`config.mk`:
```
export PLATFORM = sky130hd
export DESIGN_NAME = shift_seq_ctrl
export DESIGN_NICKNAME = d
export VERILOG_FILES = /design/src/rtl/alu_pkg.sv /design/src/rtl/shift_right_8bit.sv /design/src/rtl/shift_seq_ctrl.sv
export SDC_FILE = /design/constraint.sdc
export NUM_CORES = 1
export LEC_CHECK = 0
export CAP_MARGIN = 20
export CELL_PAD_IN_SITES_DETAIL_PLACEMENT = 0
export CELL_PAD_IN_SITES_GLOBAL_PLACEMENT = 1
export CORE_MARGIN = 8
export CORE_UTILIZATION = 34
export CTS_CLUSTER_SIZE = 20
export DETAILED_ROUTE_END_ITERATION = 10
export PLACE_DENSITY = 0.85
export SYNTH_ARGS = -nofsm -noshare
export SYNTH_HDL_FRONTEND = slang
export SYNTH_SLANG_ARGS = --single-unit
```
`constraint.sdc`:
```
create_clock -name clk_i -period 2.51 [get_ports clk_i]
set_clock_uncertainty 0.15 [all_clocks]
set_input_delay 0.502 -clock clk_i [delete_from_list [all_inputs] [get_ports clk_i]]
set_output_delay 0.502 -clock clk_i [all_outputs]
set_load 0.05 [all_outputs]
```
`src/rtl/alu_pkg.sv`:
```
`default_nettype none
// ============================================================================
// Module   : alu_pkg
// Brief    : Shared types, widths and helpers for the shift sequencer.
// Revision : 1.0 - initial release
// ============================================================================
package alu_pkg;

  localparam int SHIFT_W = 8;
  localparam int AMT_W   = 4;

  typedef enum logic [1:0] {
    IDLE  = 2'd0,
    SHIFT = 2'd1,
    DONE  = 2'd2
  } seq_state_e;

  typedef enum logic {
    DIR_RIGHT = 1'b0,
    DIR_LEFT  = 1'b1
  } shift_dir_e;

  // Mirror an operand so a right shift of the mirror equals a left shift
  function automatic logic [SHIFT_W-1:0] bitrev8(input logic [SHIFT_W-1:0] v);
    logic [SHIFT_W-1:0] r;
    r = '0;
    for (int i = 0; i < SHIFT_W; i++) begin
      r[i] = v[SHIFT_W-1-i];
    end
    return r;
  endfunction

endpackage
`default_nettype wire

```
`src/rtl/shift_right_8bit.sv`:
```
`default_nettype none
// ============================================================================
// Module   : shift_right_8bit
// Brief    : Combinational 8-bit logical right shifter (shift 0..15).
// Revision : 1.0 - initial release
// ============================================================================
module shift_right_8bit
  import alu_pkg::*;
(
  input  logic [SHIFT_W-1:0] a,
  input  logic [AMT_W-1:0]   b,
  output logic [SHIFT_W-1:0] c_o
);

  // Logical shift; amounts of 8 or more clear the operand
  assign c_o = a >> b;

endmodule
`default_nettype wire

```
`src/rtl/shift_seq_ctrl.sv`:
```
`default_nettype none
// ============================================================================
// Module   : shift_seq_ctrl
// Brief    : Shares one 8-bit right shifter between NREQ requesters, running
//            each shift as a multi-cycle sequence of <= STEP_MAX bits/cycle.
//            Left shifts bit-reverse the operand around the right shifter.
// Revision : 1.0 - initial release
// ============================================================================
module shift_seq_ctrl
  import alu_pkg::*;
#(
  parameter  int NREQ     = 2,
  parameter  int STEP_MAX = 4,
  localparam int IDW      = $clog2(NREQ)
) (
  input  logic                           clk_i,
  input  logic                           rst_ni,
  input  logic [NREQ-1:0]                req_valid_i,
  output logic [NREQ-1:0]                req_ready_o,
  input  logic [NREQ-1:0][SHIFT_W-1:0]   req_data_i,
  input  logic [NREQ-1:0][AMT_W-1:0]     req_amt_i,
  input  logic [NREQ-1:0]                req_dir_i,
  output logic                           rsp_valid_o,
  input  logic                           rsp_ready_i,
  output logic [SHIFT_W-1:0]             rsp_data_o,
  output logic [IDW-1:0]                 rsp_id_o,
  output logic                           busy_o
);

  localparam logic [AMT_W-1:0] STEP_LIM = AMT_W'(STEP_MAX);
  localparam logic [AMT_W-1:0] AMT_CLIP = AMT_W'(SHIFT_W);
  localparam logic [IDW-1:0]   LAST_ID  = IDW'(NREQ - 1);

  seq_state_e          state;
  logic [SHIFT_W-1:0]  acc;
  logic [AMT_W-1:0]    rem;
  logic [IDW-1:0]      id;
  logic [IDW-1:0]      rr;
  logic                dirq;

  logic [NREQ-1:0]     grant;
  logic                gvalid;
  logic [IDW-1:0]      gidx;
  logic [SHIFT_W-1:0]  sel_data;
  logic [AMT_W-1:0]    sel_amt;
  logic                sel_dir;
  logic [AMT_W-1:0]    amt_clip;
  logic [AMT_W-1:0]    step;
  logic [AMT_W-1:0]    rem_next;
  logic [SHIFT_W-1:0]  acc_shifted;

  // Round-robin pick: first valid at or above rr, else first valid from 0
  always_comb begin
    grant    = '0;
    gvalid   = 1'b0;
    gidx     = '0;
    sel_data = '0;
    sel_amt  = '0;
    sel_dir  = 1'b0;
    for (int j = 0; j < NREQ; j++) begin
      if (!gvalid && req_valid_i[j] && (IDW'(j) >= rr)) begin
        gvalid   = 1'b1;
        grant[j] = 1'b1;
        gidx     = IDW'(j);
        sel_data = req_data_i[j];
        sel_amt  = req_amt_i[j];
        sel_dir  = req_dir_i[j];
      end
    end
    for (int j = 0; j < NREQ; j++) begin
      if (!gvalid && req_valid_i[j]) begin
        gvalid   = 1'b1;
        grant[j] = 1'b1;
        gidx     = IDW'(j);
        sel_data = req_data_i[j];
        sel_amt  = req_amt_i[j];
        sel_dir  = req_dir_i[j];
      end
    end
  end

  // Clamp the amount and size this cycle's step
  always_comb begin
    amt_clip = (sel_amt > AMT_CLIP) ? AMT_CLIP : sel_amt;
    step     = (rem > STEP_LIM) ? STEP_LIM : rem;
    rem_next = rem - step;
  end

  shift_right_8bit u_shr (
    .a   (acc),
    .b   (step),
    .c_o (acc_shifted)
  );

  // Sequencer: accept in IDLE, shift in SHIFT, present result in DONE
  always_ff @(posedge clk_i or negedge rst_ni) begin
    if (!rst_ni) begin
      state <= IDLE;
      acc   <= '0;
      rem   <= '0;
      id    <= '0;
      dirq  <= 1'b0;
      rr    <= '0;
    end else begin
      case (state)
        IDLE: begin
          if (gvalid) begin
            acc   <= (sel_dir == DIR_LEFT) ? bitrev8(sel_data) : sel_data;
            rem   <= amt_clip;
            id    <= gidx;
            dirq  <= sel_dir;
            rr    <= (gidx == LAST_ID) ? '0 : gidx + 1'b1;
            state <= (amt_clip != '0) ? SHIFT : DONE;
          end
        end
        SHIFT: begin
          acc <= acc_shifted;
          rem <= rem_next;
          if (rem_next == '0) begin
            state <= DONE;
          end
        end
        DONE: begin
          if (rsp_ready_i) begin
            state <= IDLE;
          end
        end
        default: state <= IDLE;
      endcase
    end
  end

  // Outputs decode registered state only; no path from req_* to rsp_*
  always_comb begin
    req_ready_o = (state == IDLE) ? grant : '0;
    busy_o      = (state != IDLE);
    rsp_valid_o = (state == DONE);
    rsp_data_o  = '0;
    rsp_id_o    = '0;
    if (state == DONE) begin
      rsp_data_o = (dirq == DIR_LEFT) ? bitrev8(acc) : acc;
      rsp_id_o   = id;
    end
  end

endmodule
`default_nettype wire

```
==> flow_metrics.tcl <==
set metrics [dict create \
    synth_edf_count 0 \
    yosysWarnings 0 \
    first_global_vias 1502 \
    ys_ff_latch 17 \
    crit_slowest_cell "clkdlybuf4s50_1" \
    power_frac_clock_pct 9.1 \
    worst_ep_required_time_ns 1.86 \
    drv_slew 0 \
    period_minus_slack_ns 2.41 \
    vias 1468 \
    final_cell_mix "31 x clkdlybuf4s50_1, 21 x nor2_1, 17 x dfrtp_1" \
    antenna_cells 0 \
    core_area_mm2 0.00423 \
    ant_nets 0 \
    dieArea_mm2 0.00664 \
    path_clk_slew_ns 0.06 \
    netlist_instances 170 \
    grt_pass1_wl_um 6910 \
    clockBufferDepth 2 \
    tns_ns 0 \
    cp.arrival_ns 1.76 \
    dpl.hpwl_um 3380 \
    syn_nets 202 \
    numPortBuffers 43 \
    postSynth.asyncResetShare_pct 100 \
    nets 250 \
    cts_resized 0 \
    avgSynthCellArea_um2 8.57 \
    cts_hold_buf 0 \
    worstPathMaxFanout 6 \
    tightest_slew_ns 0.560 \
    combinationalPowerShare_pct 64.7 \
    final_util_pct 49.8 \
    fmax_mhz 415 \
    rsz0062_at_grt "no" \
    drv_cap 0 \
    power_frac_seq_pct 26.2 \
    post_cts_buffers 0 \
    syn_area_mm2 0.00146 \
    internal-power_mw 1.19 \
    status "completed" \
    setup_viol 0 \
    min_from "id$_DFFE_PN0P_" \
    first_iter_violations 169 \
    drive_gt1_share_pct 16.6 \
    antenna_found_initial 0 \
    hold_path.class "flip-flop to flip-flop" \
    power_mw 2.29 \
    multiInputGateArea_um2 937 \
    rrSetupSlack_ns 0.48 \
    finalHoldViolations 0 \
    ir_drop_mv 0.348 \
    cts-buffers-inserted 3 \
    p_sw_share_pct 48.0 \
    die_width_um 81.5 \
    post-route-drc-count 0 \
    worstSetupStartpointType "flip-flop" \
    wl_um 4080 \
    htree_num_levels 1 \
    clk_latency_ns 0.26 \
    relSlewSlack_pct 62.7 \
    synthToLayoutAreaGrowth_pct 44.6 \
    ioPinCount 44 \
    drt-wirelength-per-cell_um 15.2 \
    path_cells "nor2_1, inv_1, clkdlybuf4s50_1" \
    fillCellCount 398 \
    groute.usage.overall_pct 13.0 \
    max_stage_delay_ns 0.83 \
    worstReg2RegStart "rem[2]$_DFFE_PN0P_" \
    worst-path-buf-inv 2 \
    cts_tree "yes" \
    grt_max_degree 18 \
    start_util_pct 34.4 \
    fin_crit_sh_pct 96.0 \
    layout_commonest_cell "clkdlybuf4s50_1" \
    layout.area.seq_um2 425 \
    endpoint_kind "primary output" \
    synthFlopType "dfrtp_1" \
    cts.sinks 17 \
    gp_congestion 0.849 \
    synth_seq_area_share_pct 29.2 \
    die_h_um 81.5 \
    p_switching_mw 1.10 \
    worstSetupPathType "flip-flop to primary output" \
    ys_types 41 \
    crit_family "buffers and inverters" \
    viasPerCell 5.46 \
    root_buffer "clkbuf_8" \
    power_density_mw_per_mm2 1090 \
    overflow 0 \
    worstSetupStartpoint "state[0]$_DFFE_PN0P_" \
    first_pass_iters 4 \
    row_count 24 \
    p_leak_nw 0.853 \
]
-- per-layer routing --
| layer | part of all wire, % | up-vias | track usage, % | wire length [um] |
|---|---|---|---|---|
| met5 | 0 | - | 0 | 0 |
| met4 | 1.7 | 0 | 5.89 | 71 |
| met3 | 4.9 | 5 | 1.64 | 202 |
| met2 | 47 | 47 | 21.2 | 1920 |
| met1 | 46 | 674 | 16.9 | 1890 |
| li1 | - | 742 | - | - |
-- synth_stat cells (2+ instances only) --
master	count	area [um2]
o21ai_0	11	55.1
nand2b_1	2	12.5
a21oi_1	6	30.0
o22ai_1	2	12.5
a211oi_1	4	30.0
o211ai_1	4	30.0
nor2_1	21	78.8
dfrtp_1	17	425
clkbuf_1	4	15.0
mux2i_1	14	140
nor2b_1	4	25.0
or2_2	3	18.8
nand3_1	5	25.0
nor4_1	2	12.5
nand2_1	14	52.6
a32oi_1	2	17.5
buf_6	4	45.0
a22oi_1	10	75.1
a22o_1	3	26.3
a31oi_1	3	18.8
inv_1	6	22.5
nor3_1	3	15.0
a221o_1	4	40.0
a221oi_1	5	43.8
-- kinds of logic after synthesis --
logic type,share of synthesized area (%)
AO/OA/AOI/OAI,33.0
AND/OR/NAND/NOR,19.1
flip-flops,29.2
buffers and inverters,6.52
multiplexers,10.4
adder cells (fa/ha/maj),1.54
other,0.257
-- sequential cells by signal, summed over array words and instances (netlist names) --
name	count
state	2
rr	1
dirq	1
rem	4
acc	8
id	1
-- worst register-to-register path: cells and delay by family (launching register included) --
family,cells,cell delay [ns]
and+or+nand+nor,5,0.87
DFF,1,0.46
adders and majority gates,1,0.21
AOI/OAI and AO/OA,1,0.25
-- cell type report --
class	count	share of cell area, %
tap	52	3.09
inverter	6	1.07
timing repair buffer	53	29.1
sequential	17	20.2
clock buffer	4	2.14
multi-input combinational	137	44.5
-- power groups by stage --
stage	Combinational [mW]	Sequential, mW	Clock, mW
after floorplan	1.05	0.507	0
after global placement	1.48	0.602	0
after detailed placement	1.49	0.601	0
after CTS	1.49	0.596	0.214
after global routing	1.63	0.623	0.226
final	1.48	0.600	0.209
-- path summary, 6_finish.rpt --
path | to | cells past startpoint
worst max-delay path | busy_o | 3
worst min-delay path | id$_DFFE_PN0P_ | 2
worst max register to register | state[1]$_DFFE_PN0P_ | 7
worst min register to register | id$_DFFE_PN0P_ | 2
max in group asynchronous | acc[3]$_DFFE_PN0P_ | 2
min in group asynchronous | rr$_DFFE_PN0P_ | 2
-- per-stage QoR --
stage	hold WS (ns)	setup slack [ns]	area (um2)	std cells
after floorplan	0.0564	0.207	1460	170
after global placement	0.342	0.159	2060	265
after detailed placement	0.376	0.0888	2060	265
after CTS	0.392	0.110	2110	269
after global routing	0.397	0.0381	2110	269
final	0.384	0.0998	2110	269
Power figures use the tool's default switching activity.
